**src/rtl/mux64_pkg.sv**
```systemverilog
// Shared types and helpers for the 64-requester round-robin arbiter.
// The state enum, request vector and index types are used by the arbiter and its picker.
package mux64_pkg;

   localparam int unsigned N_REQ = 64;
   localparam int unsigned IDX_W = 6;

   typedef enum logic [0:0] {
      IDLE  = 1'b0,
      GRANT = 1'b1
   } arb_state_t;

   typedef logic [N_REQ-1:0] req_vec_t;
   typedef logic [IDX_W-1:0] idx_t;

   // Index of the lowest set bit; 0 when the vector is empty.
   function automatic idx_t lowest_set(input req_vec_t v);
      idx_t r;
      r = '0;
      for (int i = N_REQ - 1; i >= 0; i--) begin
         if (v[i]) begin
            r = idx_t'(i);
         end
      end
      return r;
   endfunction

   function automatic req_vec_t idx_to_onehot(input idx_t i);
      return req_vec_t'(1) << i;
   endfunction

endpackage

```
**src/rtl/rr_pick64.sv**
```systemverilog
// Combinational circular priority encoder: first set request at or above ptr,
// wrapping to the lowest set request when nothing at or above ptr is requesting.
module rr_pick64
   import mux64_pkg::*;
(
   input  logic [N_REQ-1:0] req,
   input  logic [IDX_W-1:0] ptr,
   output logic             any,
   output logic [IDX_W-1:0] idx
);

   req_vec_t mask;
   req_vec_t masked;

   always_comb begin
      mask   = {N_REQ{1'b1}} << ptr;
      masked = req & mask;
      any    = |req;
      idx    = (|masked) ? lowest_set(masked) : lowest_set(req);
   end

endmodule

```
**src/rtl/mux64_rr_arbiter.sv**
```systemverilog
// Round-robin arbiter driving the select of a shared 64:1 mux, with a bounded hold time.
// All outputs are registered; grant_idx holds its last value while idle.
module mux64_rr_arbiter
   import mux64_pkg::*;
#(
   parameter int unsigned MAX_HOLD = 16
) (
   input  logic             clk,
   input  logic             rst_n,
   input  logic [N_REQ-1:0] req,
   input  logic             release_i,
   output logic             grant_valid,
   output logic [IDX_W-1:0] grant_idx,
   output logic [N_REQ-1:0] grant_onehot,
   output logic             timeout_o
);

   localparam int unsigned CNT_W = (MAX_HOLD > 1) ? $clog2(MAX_HOLD) : 1;
   localparam logic [CNT_W-1:0] HOLD_LAST = CNT_W'(MAX_HOLD - 1);

   arb_state_t       state_q, state_d;
   idx_t             ptr_q, ptr_d;
   logic [CNT_W-1:0] hold_cnt_q, hold_cnt_d;
   logic             grant_valid_d;
   idx_t             grant_idx_d;
   req_vec_t         grant_onehot_d;
   logic             timeout_d;

   logic             pick_any;
   idx_t             pick_idx;
   logic             end_rel, end_drop, end_time;

   rr_pick64 u_pick (
      .req (req),
      .ptr (ptr_q),
      .any (pick_any),
      .idx (pick_idx)
   );

   always_comb begin
      state_d        = state_q;
      ptr_d          = ptr_q;
      hold_cnt_d     = hold_cnt_q;
      grant_valid_d  = grant_valid;
      grant_idx_d    = grant_idx;
      grant_onehot_d = grant_onehot;
      timeout_d      = 1'b0;
      end_rel        = 1'b0;
      end_drop       = 1'b0;
      end_time       = 1'b0;

      unique case (state_q)
         IDLE: begin
            if (pick_any) begin
               state_d        = GRANT;
               grant_valid_d  = 1'b1;
               grant_idx_d    = pick_idx;
               grant_onehot_d = idx_to_onehot(pick_idx);
               hold_cnt_d     = '0;
            end
         end
         GRANT: begin
            end_rel  = release_i;
            end_drop = ~req[grant_idx];
            end_time = (hold_cnt_q == HOLD_LAST);
            if (end_rel || end_drop || end_time) begin
               state_d        = IDLE;
               grant_valid_d  = 1'b0;
               grant_onehot_d = '0;
               ptr_d          = grant_idx + 1'b1;
               // A timeout is only reported when the timer alone ended the grant.
               timeout_d      = end_time & ~end_rel & ~end_drop;
            end else begin
               hold_cnt_d = hold_cnt_q + 1'b1;
            end
         end
         default: begin
            state_d = IDLE;
         end
      endcase
   end

   always_ff @(posedge clk or negedge rst_n) begin
      if (!rst_n) begin
         state_q      <= IDLE;
         ptr_q        <= '0;
         hold_cnt_q   <= '0;
         grant_valid  <= 1'b0;
         grant_idx    <= '0;
         grant_onehot <= '0;
         timeout_o    <= 1'b0;
      end else begin
         state_q      <= state_d;
         ptr_q        <= ptr_d;
         hold_cnt_q   <= hold_cnt_d;
         grant_valid  <= grant_valid_d;
         grant_idx    <= grant_idx_d;
         grant_onehot <= grant_onehot_d;
         timeout_o    <= timeout_d;
      end
   end

`ifndef SYNTHESIS
   a_onehot: assert property (@(posedge clk) disable iff (!rst_n)
      grant_onehot == (grant_valid ? idx_to_onehot(grant_idx) : '0));
   a_timeout_idle: assert property (@(posedge clk) disable iff (!rst_n)
      timeout_o |-> !grant_valid);
   a_hold_bound: assert property (@(posedge clk) disable iff (!rst_n)
      32'(hold_cnt_q) < MAX_HOLD);
`endif

endmodule

```
**config.mk**
```make
export PLATFORM = sky130hd
export DESIGN_NAME = mux64_rr_arbiter
export DESIGN_NICKNAME = d
export VERILOG_FILES = /design/src/rtl/mux64_pkg.sv /design/src/rtl/rr_pick64.sv /design/src/rtl/mux64_rr_arbiter.sv
export SDC_FILE = /design/constraint.sdc
export NUM_CORES = 1
export LEC_CHECK = 0
export ABC_AREA = 1
export ABC_CLOCK_PERIOD_IN_PS = 11600
export BUFFER_PORTS_ARGS = -buffer_cell sky130_fd_sc_hd__buf_2
export CORE_MARGIN = 2
export CORE_UTILIZATION = 45
export DETAILED_ROUTE_END_ITERATION = 8
export PLACE_DENSITY_LB_ADDON = 0.3
export SYNTH_ARGS = -nofsm -noshare
export SYNTH_HDL_FRONTEND = slang
export SYNTH_SLANG_ARGS = --single-unit
```
**constraint.sdc**
```tcl
create_clock -name clk -period 11.6 [get_ports clk]
set_input_delay 3.48 -clock clk [delete_from_list [all_inputs] [get_ports clk]]
set_output_delay 3.48 -clock clk [all_outputs]
set_load 0.01 [all_outputs]
```
# ---- After elaboration in Yosys (flattened, before gate mapping)
# Cells that the tools add are included.
dict set report op_classes {
  n_addsub 2
  mul 0
  div_mod_pow 0
  order_cmp 1
  n_eq_ne 4
  n_shift 2
  n_mux 145
  n_bitwise 6
  n_reduce_logical 8
}
# cell n
set ops {}
lappend ops {{6-bit 2-to-1 mux} 129}
lappend ops {{64-bit 2-to-1 mux} 2}
lappend ops {{64-bit one-hot mux with 2 select lines} 1}
lappend ops {{64-bit OR reduction} 2}
lappend ops {{64-bit AND} 1}
lappend ops {{1-bit by 6-bit << shifter with 64-bit output, first input constant} 1}
lappend ops {{64-bit by 6-bit << shifter with 64-bit output, first input constant} 1}
lappend ops {{4-bit 2-to-1 mux} 2}
lappend ops {{4-bit one-hot mux with 2 select lines} 1}
lappend ops {{2-bit AND reduction} 4}
lappend ops {{6-bit by 7-bit less-than comparator with 1-bit output, second input constant} 1}
lappend ops {{1-bit 2-to-1 mux} 7}
lappend ops {{6-bit by 1-bit adder with 6-bit output, second input constant} 1}
lappend ops {{1-bit binary-select mux with 6-bit select} 1}
lappend ops {{4-bit by 1-bit adder with 4-bit output, second input constant} 1}
lappend ops {{4-bit == test, second input constant} 1}
lappend ops {{2-bit != test, second input constant} 2}
lappend ops {{1-bit one-hot mux with 2 select lines} 2}
lappend ops {{1-bit inverter} 3}
lappend ops {{1-bit AND} 2}
lappend ops {{1-bit logical OR} 2}
lappend ops {{2-bit by 1-bit != test with 1-bit output, second input constant} 1}
dict set report totals {
  register_bits 83
  latch_bits 0
  ramBits 0
  mem_bits_ro 0
  inputBits 67
  elab_cells 175
  n_memories 0
}

# ---- Longest topological paths before layout
dict set report depth {
  ltp_word 70
  ltp_mapped 71
  mapped_depth_nobuf 70
}

# ---- Hierarchy
# A second synthesis with hierarchy kept.
dict set report unflattened {
  hier_cells 1173
  hier_area_um2 6820.3
}
# mod instances cells_per_inst area_per_inst_um2
set modules_own_cells {}
lappend modules_own_cells {mux64_rr_arbiter 1 635 4516.8}
lappend modules_own_cells {rr_pick64 1 538 2303.5}

# ---- Least setup slack after synthesis
# Ideal clock, no wire load.
dict set report synth_path {
  path_type {input-to-reg}
  from {input port req[57]}
  to {register grant_onehot[33]}
  setup_ps 66
  arrival_ps 6884
  required_time_ps 11534
  slack_ps 4650
  stages 66
  path_cell_list {inv_1 > a21oi_1 > nor2_1 > nor2_1 > nand2_1 > nand2_1 > nand2_1 > nand2_1 > nand2_1 > nand2_1 > nand2_1 > nand2_1 > nand2_1 > nand2_1 > nand2_1 > nand2_1 > nand2_1 > nand2_1 > (+30 left out) > nand2_1 > nand2_1 > nand2_1 > nand2_1 > nand2_1 > nand2_1 > nand2_1 > nand2_1 > nand2_1 > nand2_1 > nand2_1 > nand2_2 > nand2_4 > nand2_4 > nand3_2 > nor2_2 > nand3_1 > nand2_1}
}
dict set report synth_between {
  elab_chain_len 63
  word_cells_on_any_way 131
}
# element line_no
set synth_lines {}
lappend synth_lines {{start, declared} mux64_rr_arbiter.sv:10} ;# input logic [N_REQ-1:0] req,
lappend synth_lines {{64-bit AND} rr_pick64.sv:17} ;# masked = req & mask;
lappend synth_lines {{6-bit 2-to-1 mux (58 in a row)} mux64_pkg.sv:21} ;# if (v[i]) begin
lappend synth_lines {{6-bit 2-to-1 mux} rr_pick64.sv:19} ;# idx = (|masked) ? lowest_set(masked) : lowest_set(req);
lappend synth_lines {{1-bit by 6-bit << shifter with 64-bit output} mux64_pkg.sv:29} ;# return req_vec_t'(1) << i;
lappend synth_lines {{64-bit 2-to-1 mux} mux64_rr_arbiter.sv:54} ;# if (pick_any) begin
lappend synth_lines {{64-bit one-hot mux with 2 select lines} mux64_rr_arbiter.sv:52} ;# unique case (state_q)
lappend synth_lines {{end signal, assigned} mux64_rr_arbiter.sv:98} ;# grant_onehot <= grant_onehot_d;
lappend synth_lines {{end, declared} mux64_rr_arbiter.sv:14} ;# output logic [N_REQ-1:0] grant_onehot,
# Several ways; a longest one is shown, not always the timed one. The select of a mux whose other input is x is not followed.
# A chain may end at the register's enable or synchronous reset.

# ---- Final worst setup path
dict set report layout_path {
  from {input port req[63]}
  to {register grant_onehot[43]}
}
dict set report layout_between {
  elab_chain_len 69
  word_cells_on_any_way 143
}
# element line_no
set layout_lines {}
lappend layout_lines {{64-bit AND} rr_pick64.sv:17}
lappend layout_lines {{6-bit 2-to-1 mux (64 in a row)} mux64_pkg.sv:21}
lappend layout_lines {{6-bit 2-to-1 mux} rr_pick64.sv:19}
lappend layout_lines {{1-bit by 6-bit << shifter with 64-bit output} mux64_pkg.sv:29}
lappend layout_lines {{64-bit 2-to-1 mux} mux64_rr_arbiter.sv:54}
lappend layout_lines {{64-bit one-hot mux with 2 select lines} mux64_rr_arbiter.sv:52}
# Several ways; a longest one is shown, not always the timed one. The select of a mux whose other input is x is not followed.

==> impl_metrics.yaml <==
synth:
  ys_warn_count: 0
  synth-async-reset-ratio: 1.00
  synth_sequential_area_ratio: 0.329
  netlist.top_cell.by_area: "dfrtp_1"
  yosys_register_bits: 83
  yosysMostFrequentCell: "nand2_1"
  synth_top_cells_by_area: "dfrtp_1, nand2_1, nand3_1, inv_1, o21ai_0"
  post_synth_inst_count: 1049
  synth_commonest_cells: "nand2_1, nand3_1, inv_1"
  dominantRegCellSynth: "dfrtp_1"
  netlist_area_sq_um: 6310
  mappedNetlistNets: 1118
  synth_enable_flop_cells: 0
  synth_top_cell_area_share: 0.329
  mapped_avg_cell_area_sq_um: 6.01
  post_synth_num_cell_types: 34
setup_path:
  slowest_stage: "nor2_2"
  critical_path_fanout_max: 5
  type_of_element_capturing_the_critical_path: "flop"
  worstSetupStartpointType: "input pin"
  worst-endpoint-required_ns: 11.88
  worst_path_max_stage_delay_ns: 0.25
  critPathKind: "input pin to flop"
  arrival_time_worst_endpoint_ns: 7.95
  crit_path_frequent_cell: "nand2_1"
clock_network:
  number_of_buffers_inserted_by_hold_repair_at_cts: 0
  cts_num_sinks: 83
  clk_pin_slew_ns: 0.06
  clk_latency_worst_skew_pair_ns: 0.35
  cts.htree.levels: 3
  cts.root.buffer_cell: "clkbuf_16"
  post-cts-setup-buffer-count: 0
  cts-resized-gates: 0
  cts_made_buffers: 9
  cts_buffer_depth: 2
  tritoncts: "yes"
floorplanning:
  site_rows: 43
  floorplan.initialDensity: 0.458
  die_w_microns: 122
  die_area_sq_um: 15000
  die-height_microns: 122
  ioPinCount: 139
  floorplan.core_area_sq_um: 13800
route:
  drt.antenna.violating_nets: 0
  post_drt_via_cell_ratio: 5.39
  detail_route.wl_per_cell_microns: 16.4
  drc: 0
  vias: 7284
  detail_route.iter0.violations: 723
  drt_pre_antenna_iters: 5
  drt-total-wl_microns: 22100
placement:
  portBuffers: 138
  finalWeightedCongestion: 0.998
  dpl.hpwl_microns: 16700
  preCtsSetupSlack_ns: 3.61
timing:
  slew_viol_final: 0
  setup_ws_ns: 3.93
  setup_total_negative_slack_ns: 0
  setup_repair_after_global_routing_missed_its_margin: "false"
  max_clock_freq_ghz: 0.130
  timing_worst_slew_pin_value_ns: 1.03
  hold_viol_final: 0
  finalSetupViolCount: 0
  layout_min_cycle_time_ns: 7.67
  timing.max_slew.rel_slack: 0.314
  setup_skew_after_layout_ns: 0.00773
  fin_crit_sh: 0.661
pwr:
  clock_power_share: 0.187
  power_switching_share: 0.521
  switching_pwr_mw: 0.766
  intPower_mw: 0.705
  power.combinational.fraction: 0.553
  ir_drop_mv: 0.105
  seq_power_share: 0.260
  p_leak_nw: 4.20
  p_per_area_nw_per_um2: 198
grt:
  residual_overflow_from_global_routing: 0
  antenna_found_initial: 0
  global_route_wire_length_before_repair_microns: 35100
  vias_in_the_first_global_route: 6825
  grt_start_max_net_pins: 84
  groute.usage.overall: 0.300
final_layout:
  final_layout_size_suffix_gt1_frac: 0.173
  number_of_fill_cells_in_the_layout: 1464
  final_net_count: 1236
  area_delta_synth_final_pct: 18.0
  diodes: 0
worst_hold_path:
  worstHoldPathType: "flop to flop"
run_status:
  outcome: "complete, no violations"
flow_run:
  max_cap_violations: 0
==> worst max-delay path, delay by kind of cell <==
family	cells	cell delay (ns)
simple gates	62	3.92
compound gates	3	0.39
buf+inv	2	0.16
==> kinds of logic (layout without fill, tap and decap cells) <==
group | count (synthesis) | in the layout | share of synthesized area
compound gates | 156 | 156 | 0.134
flops | 83 | 83 | 0.329
xor+xnor | 6 | 6 | 0.00833
fa+ha+maj | 2 | 2 | 0.00397
simple gates | 652 | 652 | 0.435
buf+inv | 150 | 273 | 0.0896
==> worst paths after layout <==
check | from | to | slack [ns] | cells after the start
max | req[63] | grant_onehot[43]$_DFFE_PN0P_ | 3.93 | 67
min | grant_valid$_DFFE_PN0P_ | grant_valid$_DFFE_PN0P_ | 0.48 | 2
max reg2reg | ptr_q[4]$_DFFE_PN0P_ | grant_onehot[4]$_DFFE_PN0P_ | 6.24 | 68
min reg2reg | grant_valid$_DFFE_PN0P_ | grant_valid$_DFFE_PN0P_ | 0.48 | 2
max in group asynchronous | rst_n | hold_cnt_q[3]$_DFFE_PN0P_ | 7.62 | 1
min in group asynchronous | rst_n | grant_onehot[5]$_DFFE_PN0P_ | 3.30 | 1
==> state kept, by name (all words and copies together), names as in the netlist <==
| signal | count |
|---|---|
| grant_onehot | 64 |
| grant_valid | 1 |
| ptr_q | 6 |
| grant_idx | 6 |
| state_q | 1 |
| hold_cnt_q | 4 |
| timeout_o | 1 |
==> cell usage in the layout (no fill, tap or decap), drive strengths merged, types with 11 or more instances in the layout <==
master    n
nor2    113
nand2   388
clkbuf   11
nand3   130
inv     109
a21oi    50
dfrtp    83
nor3     11
o21ai    83
buf     146
==> power groups by stage <==
stage                     logic (mW)  registers (mW)  clock network (mW)
after floorplan                0.556           0.372                   0
after global placement         0.797           0.387                   0
after detailed placement       0.800           0.386                   0
after CTS                      0.805           0.382               0.277
after global routing           0.909           0.388               0.286
final                          0.813           0.383               0.275
==> cell type report <==
type | count | area, sq um | share of cell area
flip-flops and latches | 83 | 2080 | 0.279
well taps | 180 | 225 | 0.0303
clock buffers | 11 | 253 | 0.0340
multi-input cells | 816 | 3680 | 0.494
inverters | 111 | 417 | 0.0560
repair buffers | 146 | 753 | 0.101
clock inverters | 5 | 37.5 | 0.00504
==> layer usage <==
layer  share of wire  wire length (microns)  global-route usage
met3           0.083                   1840              0.0646
met4           0.028                    624               0.106
met5               0                      0                   0
met1            0.42                   9390               0.395
met2            0.46                  10300               0.489
==> through the flow <==
stage          cell area (sq um)  utilization  hold slack [ns]  total power, mW  cells
3_5_place_dp                7150        0.519            0.460             1.19   1336
3_3_place_gp                7150        0.519            0.460             1.18   1336
4_1_cts                     7440        0.540            0.480             1.46   1352
6_report                    7440        0.540            0.476             1.47   1352
2_1_floorplan               6310            -            0.491            0.928   1049
5_1_grt                     7440        0.540            0.499             1.58   1352
Power figures use the tool's default switching activity.
